### config.mk
export PLATFORM = sky130hd
export DESIGN_NAME = vga_timing_gen
export DESIGN_NICKNAME = d
export VERILOG_FILES = /design/src/rtl/vga_pkg.sv /design/src/rtl/vga_axis_cnt.sv /design/src/rtl/vga_timing_gen.sv
export SDC_FILE = /design/constraint.sdc
export NUM_CORES = 1
export LEC_CHECK = 0
export ABC_AREA = 1
export BUFFER_PORTS_ARGS = -buffer_cell sky130_fd_sc_hd__buf_2
export CELL_PAD_IN_SITES_DETAIL_PLACEMENT = 1
export CELL_PAD_IN_SITES_GLOBAL_PLACEMENT = 1
export CORE_MARGIN = 1.5
export CORE_UTILIZATION = 39
export CTS_CLUSTER_DIAMETER = 40
export DETAILED_ROUTE_END_ITERATION = 16
export HOLD_SLACK_MARGIN = 0.08
export PLACE_DENSITY = 0.75
export SLEW_MARGIN = 20
export SYNTH_ARGS = -nofsm -noshare
export SYNTH_HDL_FRONTEND = slang
export SYNTH_SLANG_ARGS = --single-unit
export TNS_END_PERCENT = 50
### constraint.sdc
create_clock -name vga_clk -period 1.65 [get_ports vga_clk]
set_input_delay 0.33 -clock vga_clk [delete_from_list [all_inputs] [get_ports vga_clk]]
set_output_delay 0.33 -clock vga_clk [all_outputs]
set_load 0.02 [all_outputs]
### src/rtl/vga_pkg.sv
// Shared helpers for the programmable VGA timing generator: axis region
// arithmetic, a width helper and the colour-bar palette.
package vga_pkg;

  typedef struct packed {
    logic hs;
    logic vs;
    logic de;
    logic fs;
    logic fe;
  } vga_ctl_t;

  function automatic int unsigned vga_clog2(input int unsigned n);
    int unsigned w;
    w = 1;
    while ((32'd1 << w) < n) w = w + 1;
    return w;
  endfunction

  function automatic int axis_total(input int active, input int fp, input int sync, input int bp);
    return active + fp + sync + bp;
  endfunction

  function automatic int sync_first(input int active, input int fp);
    return active + fp;
  endfunction

  function automatic int sync_last(input int active, input int fp, input int sync);
    return active + fp + sync - 1;
  endfunction

  // {r,g,b} on/off per bar: white, yellow, cyan, green, magenta, red, blue, black
  function automatic logic [2:0] bar_colour(input logic [2:0] idx);
    logic [2:0] c;
    case (idx)
      3'd0:    c = 3'b111;
      3'd1:    c = 3'b110;
      3'd2:    c = 3'b011;
      3'd3:    c = 3'b010;
      3'd4:    c = 3'b101;
      3'd5:    c = 3'b100;
      3'd6:    c = 3'b001;
      default: c = 3'b000;
    endcase
    return c;
  endfunction

endpackage

### src/rtl/vga_axis_cnt.sv
// One timing axis: position counter with wrap, plus active/sync region decode.
module vga_axis_cnt
  import vga_pkg::*;
#(
  parameter int ACTIVE = 640,
  parameter int FP     = 16,
  parameter int SYNC   = 96,
  parameter int BP     = 48,
  parameter int W      = 10
) (
  input  logic         clk,
  input  logic         rst_n,
  input  logic         clr,
  input  logic         inc,
  output logic [W-1:0] cnt,
  output logic         wrap,
  output logic         active,
  output logic         sync
);

  localparam int TOTAL = axis_total(ACTIVE, FP, SYNC, BP);
  localparam logic [W-1:0] LAST       = W'(TOTAL - 1);
  localparam logic [W-1:0] ACT_LAST   = W'(ACTIVE - 1);
  localparam logic [W-1:0] SYNC_FIRST = W'(sync_first(ACTIVE, FP));
  localparam logic [W-1:0] SYNC_LAST  = W'(sync_last(ACTIVE, FP, SYNC));

  assign wrap   = inc && (cnt == LAST);
  assign active = (cnt <= ACT_LAST);
  assign sync   = (cnt >= SYNC_FIRST) && (cnt <= SYNC_LAST);

  always_ff @(posedge clk) begin
    if (!rst_n || clr) begin
      cnt <= '0;
    end else if (inc) begin
      cnt <= wrap ? '0 : cnt + W'(1);
    end
  end

endmodule

### src/rtl/vga_timing_gen.sv
// Programmable VGA timing generator with pixel pre-fetch and output realignment.
// Optional colour-bar source when VGA_TESTPAT_EN is defined.
module vga_timing_gen
  import vga_pkg::*;
#(
  parameter int H_ACTIVE = 640,
  parameter int H_FP     = 16,
  parameter int H_SYNC   = 96,
  parameter int H_BP     = 48,
  parameter int V_ACTIVE = 480,
  parameter int V_FP     = 10,
  parameter int V_SYNC   = 2,
  parameter int V_BP     = 33,
  parameter bit HS_POL   = 1'b0,
  parameter bit VS_POL   = 1'b0,
  parameter int RD_LAT   = 2,
  parameter int COLOR_W  = 4,
  parameter int FRAME_W  = 16
) (
  input  logic                           vga_clk,
  input  logic                           rst_n,
  input  logic                           gen_en,
  output logic                           req_valid,
  output logic [vga_clog2(H_ACTIVE)-1:0] req_x,
  output logic [vga_clog2(V_ACTIVE)-1:0] req_y,
  input  logic [COLOR_W-1:0]             pix_r,
  input  logic [COLOR_W-1:0]             pix_g,
  input  logic [COLOR_W-1:0]             pix_b,
  input  logic                           test_mode,
  output logic                           hsync,
  output logic                           vsync,
  output logic                           de,
  output logic [3*COLOR_W-1:0]           rgb,
  output logic                           frame_start,
  output logic                           frame_end,
  output logic [FRAME_W-1:0]             frame_cnt
);

  localparam int HW = vga_clog2(axis_total(H_ACTIVE, H_FP, H_SYNC, H_BP));
  localparam int VW = vga_clog2(axis_total(V_ACTIVE, V_FP, V_SYNC, V_BP));
  localparam int XW = vga_clog2(H_ACTIVE);
  localparam int YW = vga_clog2(V_ACTIVE);

  logic [HW-1:0] h_cnt;
  logic [VW-1:0] v_cnt;
  logic h_wrap, h_act, h_sync;
  logic v_wrap_unused, v_act, v_sync;

  vga_axis_cnt #(.ACTIVE(H_ACTIVE), .FP(H_FP), .SYNC(H_SYNC), .BP(H_BP), .W(HW)) u_h_cnt (
    .clk(vga_clk), .rst_n(rst_n), .clr(!gen_en), .inc(gen_en),
    .cnt(h_cnt), .wrap(h_wrap), .active(h_act), .sync(h_sync)
  );

  vga_axis_cnt #(.ACTIVE(V_ACTIVE), .FP(V_FP), .SYNC(V_SYNC), .BP(V_BP), .W(VW)) u_v_cnt (
    .clk(vga_clk), .rst_n(rst_n), .clr(!gen_en), .inc(h_wrap),
    .cnt(v_cnt), .wrap(v_wrap_unused), .active(v_act), .sync(v_sync)
  );

  logic at_first, at_last, pos_act;
  assign pos_act  = h_act && v_act;
  assign at_first = (h_cnt == '0) && (v_cnt == '0);
  assign at_last  = (h_cnt == HW'(H_ACTIVE - 1)) && (v_cnt == VW'(V_ACTIVE - 1));

  // s0 is the request stage; pipe[RD_LAT] lines up with the returned pixel
  vga_ctl_t s0;
  vga_ctl_t pipe [RD_LAT+1];

  always_ff @(posedge vga_clk) begin
    if (!rst_n || !gen_en) begin
      s0    <= '0;
      req_x <= '0;
      req_y <= '0;
      for (int i = 0; i <= RD_LAT; i++) pipe[i] <= '0;
    end else begin
      s0    <= '{hs: h_sync, vs: v_sync, de: pos_act, fs: at_first, fe: at_last};
      req_x <= pos_act ? h_cnt[XW-1:0] : '0;
      req_y <= pos_act ? v_cnt[YW-1:0] : '0;
      pipe[0] <= s0;
      for (int i = 1; i <= RD_LAT; i++) pipe[i] <= pipe[i-1];
    end
  end

  logic [3*COLOR_W-1:0] pix_sel;

`ifdef VGA_TESTPAT_EN
  logic [2:0] bar0;
  logic [2:0] bar_d [RD_LAT];
  logic [2:0] bar_c;

  always_ff @(posedge vga_clk) begin
    if (!rst_n || !gen_en) begin
      bar0 <= '0;
      for (int i = 0; i < RD_LAT; i++) bar_d[i] <= '0;
    end else begin
      bar0     <= 3'((int'(h_cnt) * 8) / H_ACTIVE);
      bar_d[0] <= bar0;
      for (int i = 1; i < RD_LAT; i++) bar_d[i] <= bar_d[i-1];
    end
  end

  assign bar_c   = bar_colour(bar_d[RD_LAT-1]);
  assign pix_sel = test_mode ? {{COLOR_W{bar_c[2]}}, {COLOR_W{bar_c[1]}}, {COLOR_W{bar_c[0]}}}
                             : {pix_r, pix_g, pix_b};
`else
  logic test_mode_unused;
  assign test_mode_unused = test_mode;
  assign pix_sel = {pix_r, pix_g, pix_b};
`endif

  // rgb and frame_cnt update on the same edge that loads pipe[RD_LAT]
  always_ff @(posedge vga_clk) begin
    if (!rst_n || !gen_en) begin
      rgb <= '0;
    end else begin
      rgb <= pipe[RD_LAT-1].de ? pix_sel : '0;
    end
  end

  always_ff @(posedge vga_clk) begin
    if (!rst_n) begin
      frame_cnt <= '0;
    end else if (gen_en && pipe[RD_LAT-1].fe) begin
      frame_cnt <= frame_cnt + FRAME_W'(1);
    end
  end

  assign req_valid   = s0.de;
  assign de          = pipe[RD_LAT].de;
  assign hsync       = HS_POL ? pipe[RD_LAT].hs : ~pipe[RD_LAT].hs;
  assign vsync       = VS_POL ? pipe[RD_LAT].vs : ~pipe[RD_LAT].vs;
  assign frame_start = pipe[RD_LAT].fs;
  assign frame_end   = pipe[RD_LAT].fe;

endmodule

==> After elaboration in Yosys (flattened, before gate mapping) <==
Memory sizes are Yosys's and may differ from the RTL's.
Cells that the tools add are included.
{ "totals": {"output_inout_bits": 53, "mem_bits_rw": 15, "inputBits": 16, "mem_count": 1, "ff_bits": 72} }
{ "memory_table": {"columns": ["name", "depth", "width", "rd", "rd_ports_with_merged_regs", "write_ports", "line", "text"], "rows": [
  ["pipe", 3, 5, 3, 0, 3, "vga_timing_gen.sv:66", "vga_ctl_t pipe [RD_LAT+1];"]
]} }
{ "op_classes": {"muxes": 8, "n_addsub": 3, "n_eq_ne": 4, "n_reduce_logical": 15, "n_lt_le_gt_ge": 6, "n_bitwise": 7} }
{ "op_table": {"columns": ["cell", "count"], "rows": [
  ["10-bit == test (second input constant)", 3],
  ["10-bit by 1-bit adder with 10-bit output (second input constant)", 2],
  ["10-bit <= comparator (second input constant)", 2],
  ["10-bit by 9-bit <= comparator with 1-bit output (second input constant)", 2],
  ["10-bit zero test", 2],
  ["10-bit 2-to-1 mux", 2],
  ["16-bit by 1-bit adder with 16-bit output (second input constant)", 1],
  ["5-bit 2-to-1 mux", 3],
  ["10-bit by 9-bit == test with 1-bit output (second input constant)", 1],
  ["10-bit greater-or-equal comparator (second input constant)", 1],
  ["10-bit by 9-bit greater-or-equal comparator with 1-bit output (second input constant)", 1],
  ["1-bit logical AND", 8],
  ["1-bit inverter", 4],
  ["2-bit OR reduction", 2],
  ["1-bit 2-to-1 mux", 3],
  ["1-bit OR", 3],
  ["1-bit zero test", 2],
  ["1-bit logical OR", 1]
]} }

==> Depth between registers and ports, before layout <==
Gate-level depths: netlist (run 1).
{ "logic_depth": {"word_depth": 5, "mapped_depth": 10} }

==> By module <==
From an unflattened synthesis (run 1), not the netlist that was laid out.
{ "hier_totals": {"cells_unflattened": 482, "area_unflattened_um2": 3534.6} }
{ "modules_own_cells": {"columns": ["mod", "seq_area_each_um2", "instances", "area_per_inst_um2", "cells_each"], "rows": [
  ["vga_timing_gen", 1341.3, 1, 2308.5, 295],
  ["vga_axis_cnt at u_v_cnt", 200.2, 1, 616.8, 100],
  ["vga_axis_cnt at u_h_cnt", 200.2, 1, 609.3, 87]
]} }

==> Worst setup path before layout (run 1) <==
Ideal clock, no wire load.
{ "synth_timing": {"path_type": "register -> register", "from": "register frame_cnt[0]", "to": "register frame_cnt[14]", "path_stages_with_launch": 9, "path_slack_ps": 221, "arrival_time_ps": 1316, "n_path_buf": 0, "synth_period_minus_slack_ps": 1429, "path_cell_list": "dfxtp_1 ha_1 nand2_1 nor2_1 nand2_1 nor2_2 nand4_1 nand2_1 nor2_1"} }
{ "synth_via": {"elab_chain_cells": 1} }
{ "synth_lines": {"columns": ["element", "line", "text"], "rows": [
  ["start, declared", "vga_timing_gen.sv:36", "output logic [FRAME_W-1:0] frame_cnt"],
  ["start signal, assigned", "vga_timing_gen.sv:123", "frame_cnt <= frame_cnt + FRAME_W'(1);"],
  ["16-bit by 1-bit adder with 16-bit output", "vga_timing_gen.sv:123", null]
]} }
No other way between the ends.
A chain may end at the register's enable or synchronous reset.

==> Final worst setup path (run 1) <==
{ "layout_timing": {"from": "register u_h_cnt.cnt[1]", "to": "register u_v_cnt.cnt[7]"} }
{ "layout_via": {"elab_chain_cells": 4} }
{ "layout_lines": {"columns": ["element", "line", "text"], "rows": [
  ["start, declared", "vga_axis_cnt.sv:15", "output logic [W-1:0] cnt,"],
  ["start signal, assigned", "vga_axis_cnt.sv:35", "cnt <= wrap ? '0 : cnt + W'(1);"],
  ["10-bit == test (*)", "vga_axis_cnt.sv:27", "assign wrap = inc && (cnt == LAST);"],
  ["1-bit logical AND (*)", "vga_axis_cnt.sv:27", null],
  ["1-bit logical AND", "vga_axis_cnt.sv:27", null],
  ["10-bit 2-to-1 mux", "vga_axis_cnt.sv:35", null],
  ["end signal, assigned", "vga_axis_cnt.sv:35", null],
  ["end, declared", "vga_axis_cnt.sv:15", null]
]} }
Mark *: on every way between the ends. The rest lies on a longest branch, timed or not.

==> metrics, run 1 <==
Netlist Area Pre-Place between 3000 and 4000 um2; clock skew 0.01013 ns; Ys Warns 0; Gate power share ~2.9%; post-route design area around 4000 um2; placed inst area ~3800 um2; DRC viols 0; status finished clean; Area Overhead vs Synth 21.52%; gr busiest metal met2; Top FF cell, synth dfxtp_1; HPWL Detailed 6.149 mm; GR met3 Demand/Resource ~3.3%; EDFF count, synth 0; crit-path max FO 6; Vert. Die Dim between 90 and 100 um; Root Driver clkbuf_8; core area roughly 8300 um2; P per Cell Area 907.6 nW/um2; max incr delay on CP between 0.3 and 0.4 ns; relative slew slack between 70% and 80%; Setup crit start kind register; Final Max Tran Viols 0; crit-path cells ha_2 > nand2_1 > nor2_2 > nand2_1 > nor2_4 > buf_4 > nand3_1 > a21oi_2; layout cells sized above 1 21.31%; DP Worst Slack roughly 0.046 ns; All-Layer GR Usage between 10% and 20%; total leakage power 0.001801 uW; Num CTS Buffers 9; CP max-delay cell dfxtp_1; 1st-pass router iterations 4; GR Layer Usage met1 23.03%; vias 2946; Post-Route WL roughly 8.1 mm; Max VDD drop 0.6432 mV; DIE WIDTH around 95 um; row count 33; Avg WL per Cell 12.87 um; number of port buffers 67; max cap viols 0; Hold Path Class input port to register; I/O pins 69; Worst path most repeated cell nand2_1; CP Class register to register; Final Setup Violations 0; vias in the first global route 2875; vias per inst 4.706; DIE AREA ~9100 um2; GRT met2 Usage 32.03%; drt initial violations 88; Final Power approximately 3700 uW; ys async rst share 0%; first-pass GRT wire length between 10 and 15 mm; final period utilization between 90% and 100%; synth unique cells 28; CTS tree built; Bufs on Longest Clock Path 2; clk sink count slightly below 90; Critical Path RT a little under 2 ns; P_int 2845 uW; Mapped Nets roughly 460; Seq cells post-synth 87; Slew @ Worst Pin approximately 0.45 ns; commonest non-fill, non-tap cell in the layout nor2_1; NetSw just over 800 uW; Clk pwr share 39.6%; mean area per synthesized cell approximately 7.7 um2; insertion delay to the later sink of the worst-skew pair about 0.35 ns; hold_buf cts 0; net switching share of the total power 22.43%; most frequent cells in the layout 89 x nor2_1, 86 x dfxtp_1, 73 x inv_1; CTS H-tree depth 3; initial antenna violation count 0; GPL Wtd Cong between 0.7 and 0.8; sequential share of the synthesized area 52.37%; remaining antenna violation count 0; Worst Setup Slack, final 0.1199 ns; final layout net count around 540; minimum clock period ~1.5 ns; Worst Setup End Kind register; Hold Fails Final Rpt 0; clk slew on worst S/H paths about 0.090 ns; WP data arrival 1.82 ns; grt total ovfl 0; f_max between 0.6 and 0.7 GHz; Seq pwr share approximately 57%; # diodes 0; pin count of the biggest net entering global routing 18; Initial Util 40.27%; Synth Instances approximately 430
## final timing paths
kind	startpoint	end	slack, ns	depth (start not counted)
worst min-delay path	pix_b[1]	rgb[1]	0.18	3
worst max register to register	u_h_cnt.cnt[1]	u_v_cnt.cnt[7]	0.12	8
worst min register to register	pipe[0][4]	pipe[0][9]	0.41	2
worst max-delay path	u_h_cnt.cnt[1]	u_v_cnt.cnt[7]	0.12	8
## through the flow
step	util [%]	hold slack, ns	TNS (ns)	std cells
2_1_floorplan	-	0.3936	0	434
3_3_place_gp	46.42	0.3958	0	610
3_5_place_dp	46.42	0.4078	0	610
4_1_cts	48.73	0.1684	0	626
5_1_grt	48.94	0.1709	-0.2361	626
6_report	48.94	0.1827	0	626
## final cells by class
type                       instances  area [um2]
fill                            1071        4217
sequential                        87        1743
multi-input combinational        263        1270
timing repair buffer              78       417.9
inverter                          77       289.0
clock buffer                      11       131.4
tap                              105       131.4
clock inverter                     5       58.81
## flip-flops by register name, summed over array words and instances (netlist names)
register and flops:
req_x 10, s0 4, rgb 12, req_valid 1, frame_cnt 16, u_h_cnt.cnt 10, req_y 9, pipe 15
u_v_cnt.cnt 10
## power by group through the flow
stage                     logic, uW  registers (uW)  clock network, uW
after floorplan                55.0            2160                  0
after global placement          104            2160                  0
after detailed placement        106            2160                  0
after CTS                       106            2110               1500
after global routing            121            2110               1580
final                           106            2110               1450
## worst max-delay path, delay by kind of cell (launching register included)
kind,cells,cell delay [ns]
buffers and inverters,1,0.17
AOI/OAI and AO/OA,1,0.15
and+or+nand+nor,5,0.57
adders and majority gates,1,0.21
DFF,1,0.36
## cells in the mapped netlist (3+ instances only)
master / instances / area [um2]
a21oi_1: 18 / 90.09
buf_2: 6 / 30.03
dfxtp_1: 87 / 1742
ha_1: 6 / 75.07
inv_1: 73 / 274.0
inv_2: 3 / 11.26
nand2_1: 68 / 255.2
nand2_2: 3 / 18.77
nand3_1: 14 / 70.07
nand4_1: 14 / 87.58
nor2_1: 91 / 341.6
nor2_2: 3 / 18.77
nor3_1: 10 / 50.05
nor3b_1: 3 / 22.52
nor4_1: 3 / 18.77
o21ai_0: 14 / 70.07
## logic make-up (layout without fill, tap and decap cells)
logic type / after synthesis / count (layout) / synth area share [%]
XOR/XNOR: 2 / 2 / 0.5268
adder cells (fa/ha/maj): 6 / 6 / 2.257
AO/OA/AOI/OAI: 38 / 38 / 6.057
buffers and inverters: 84 / 171 / 9.932
flip-flops: 87 / 87 / 52.37
AND/OR/NAND/NOR: 217 / 217 / 28.86
## layer usage
layer | part of all wire [%] | vias to the layer above
met5 | 0 | -
met4 | 1.8 | 0
met2 | 49 | 43
li1 | - | 1502
met1 | 46 | 1388
met3 | 3.0 | 13
## what timing repair did
item,in CTS,in global routing
endpoints found under the hold margin,0,0
buffers inserted,0,0
endpoints found under the setup margin,0,13
gates resized for setup,0,6
No activity file was read; power rests on OpenSTA's default activity.
==> inputs of run 2 (changes only) <==
--- a/config.mk
+++ b/config.mk
@@ -10,11 +10,12 @@
 export CELL_PAD_IN_SITES_DETAIL_PLACEMENT = 1
 export CELL_PAD_IN_SITES_GLOBAL_PLACEMENT = 1
 export CORE_MARGIN = 1.5
-export CORE_UTILIZATION = 39
+export CORE_UTILIZATION = 30
 export CTS_CLUSTER_DIAMETER = 40
 export DETAILED_ROUTE_END_ITERATION = 16
 export HOLD_SLACK_MARGIN = 0.08
-export PLACE_DENSITY = 0.75
+export PLACE_DENSITY = 0.59
+export REMOVE_ABC_BUFFERS = 1
 export SLEW_MARGIN = 20
 export SYNTH_ARGS = -nofsm -noshare
 export SYNTH_HDL_FRONTEND = slang
==> run 2 against run 1 <==
Net effect: combinational power hardly changed; sequential power is essentially flat; fmax up 2.5%; utilization decreased by 10 points; first-iteration DRC count up 31%; clock skew down 0.0018 ns; count of clock-buffer cells in the layout is 1 lower; sequential share of layout area is 1.3 points lower; cell count increased by 5.8%; largest power group unchanged; register-to-register slack gained 0.04 ns; via count rose by 0.54%.
==> metrics, run 2 (synthesis results as in run 1) <==
status finished clean; max incr delay on CP roughly 0.38 ns; Hold Fails Final Rpt 0; final period utilization between 90% and 100%; r2r startpoint u_h_cnt.cnt[4]; total leakage power 0.001847 uW; f_max between 0.6 and 0.7 GHz; clock skew just over 0.008 ns; Final Max Tran Viols 0; crit-path max FO 8; vias in the first global route approximately 2800; CP max-delay cell dfxtp_1; core area approximately 11000 um2; minimum clock period about 1.5 ns; grt total ovfl 0; post-route design area between 4000 and 5000 um2; gr busiest metal met2; All-Layer GR Usage 15.15%; 1st-pass router iterations 4; Final Setup Violations 0; worst path bufs/invs 3; clk sink count 87; GR Layer Usage met1 between 10% and 20%; R2R Path End u_v_cnt.cnt[2]; area occupied by multi-input gates around 1300 um2; I/O pins 69; vias 2962; hold depth 3; R2R Setup Slk 0.16 ns; # diodes 0; Resized cells post-CTS 0; placed inst area about 3900 um2; remaining antenna violation count 0; vias per inst between 4 and 5; GPL Wtd Cong about 0.82; DRC viols 0; Bufs on Longest Clock Path 2; Post CTS Setup Buffer Count 0; Setup crit start kind register; hold_buf cts 0; Hold Startpoint pix_r[0]; biggest regs frame_cnt x16, pipe x15, rgb x12; Hold Path Class input port to register; relative slew slack 71.01%; most frequent cells in the layout 89 x nor2_1, 86 x dfxtp_1, 73 x inv_1; layout cells sized above 1 between 20% and 30%; Hold Path End rgb[8]; Vert. Die Dim approximately 110 um; HPWL Detailed around 6.2 mm; initial antenna violation count 0; Final Util between 30 and 40%; Final Power about 4200 uW; CP Class register to register; Worst Setup Slack, final ~0.16 ns; CTS tree built; GRT met2 Usage a little under a quarter; DIE AREA approximately 12000 um2; number of port buffers 67; reg2reg path depth 9; Initial Util 30.68%; delay-heaviest family, CP simple AND/OR/NAND/NOR gates; Slew @ Worst Pin 0.4337 ns; max cap viols 0; Critical Path Stages 9; Top reg by flops frame_cnt; Critical Path RT ~1.9 ns; first-pass GRT wire length about 14 mm; CTS H-tree depth 3; row count 38; crit-path cells inv_2 > nor2_1 > inv_1 > nor2_1 > nand2_2 > nand2_4 > nand2_2 > inv_1 > nor2_1; Sequential Area around 1700 um2; final layout net count between 500 and 600; WP data arrival ~1.8 ns; max reg flops 16; DIE WIDTH 108.3 um; Worst Setup End Kind register; Root Driver clkbuf_8; GR met3 Demand/Resource between 3 and 4%; DP Worst Slack ~0.063 ns; P per Cell Area 995.7 nW/um2; Avg WL per Cell between 10 and 15 um; RSZ-0062 raised after global routing yes; Max VDD drop 0.7073 mV; Num CTS Buffers 9; Area Overhead vs Synth 25.36%; insertion delay to the later sink of the worst-skew pair between 0.3 and 0.4 ns; Worst path most repeated cell nor2_1; drt initial violations 115; clk slew on worst S/H paths around 0.090 ns; pin count of the biggest net entering global routing 15; fillers approximately 1400; commonest non-fill, non-tap cell in the layout nor2_1; Post-Route WL slightly above 8 mm
[run 2: cell count changes in the layout (fill, tap and decap cells not counted)]
| cell | delta |
|---|---|
| a21oi_1 | +1 |
| a21oi_2 | -1 |
| buf_12 | +1 |
| bufinv_16 | +3 |
| clkbuf_1 | -1 |
| clkinv_4 | -1 |
| clkinvlp_4 | -1 |
| ha_1 | +1 |
| ha_2 | -1 |
[run 2: area by class of cell]
cell class	count	area share, %
clock buffers	10	3.061
clock inverters	6	3.181
inverters	77	6.933
well taps	140	4.202
flip-flops and latches	87	41.81
multi-input cells	263	30.31
repair buffers	79	10.50
[run 2: layer usage]
| layer | part of all wire, % | routed length (um) |
|---|---|---|
| met4 | 1.5 | 128 |
| met5 | 0 | 0 |
| met3 | 3.7 | 307 |
| met2 | 46 | 3797 |
| met1 | 49 | 4032 |
[run 2: worst max-delay path by stage]
| stage | from | to | slack [ns] |
|---|---|---|---|
| after global placement | u_h_cnt.cnt[0] | u_h_cnt.cnt[6] | 0.10 |
| final | u_h_cnt.cnt[4] | u_v_cnt.cnt[2] | 0.16 |
| after detailed placement | gen_en | rgb[5] | 0.06 |
| after global routing | u_h_cnt.cnt[1] | u_v_cnt.cnt[2] | -0.009 |
| after CTS | u_h_cnt.cnt[0] | u_v_cnt.cnt[2] | 0.04 |
| after floorplan | u_h_cnt.cnt[0] | u_h_cnt.cnt[6] | 0.15 |
[run 2: worst reg2reg max path: cells and delay by family, from the launching register on]
kind,cells,cell delay [ns]
buf+inv,3,0.23
flops,1,0.38
simple gates,6,0.77
[run 2: report_power, final]
group          internal, uW  switching (uW)
Clock                  1160             777
Combinational          39.3            68.0
Sequential             2110            4.19
Total                  3300             849
[run 2: per-stage QoR]
step	hold WS, ns	TNS [ns]	cells
after floorplan	0.3936	0	427
after global placement	0.3956	0	646
after detailed placement	0.4034	0	646
after CTS	0.1548	0	662
after global routing	0.1635	-0.008864	662
final	0.1774	0	662
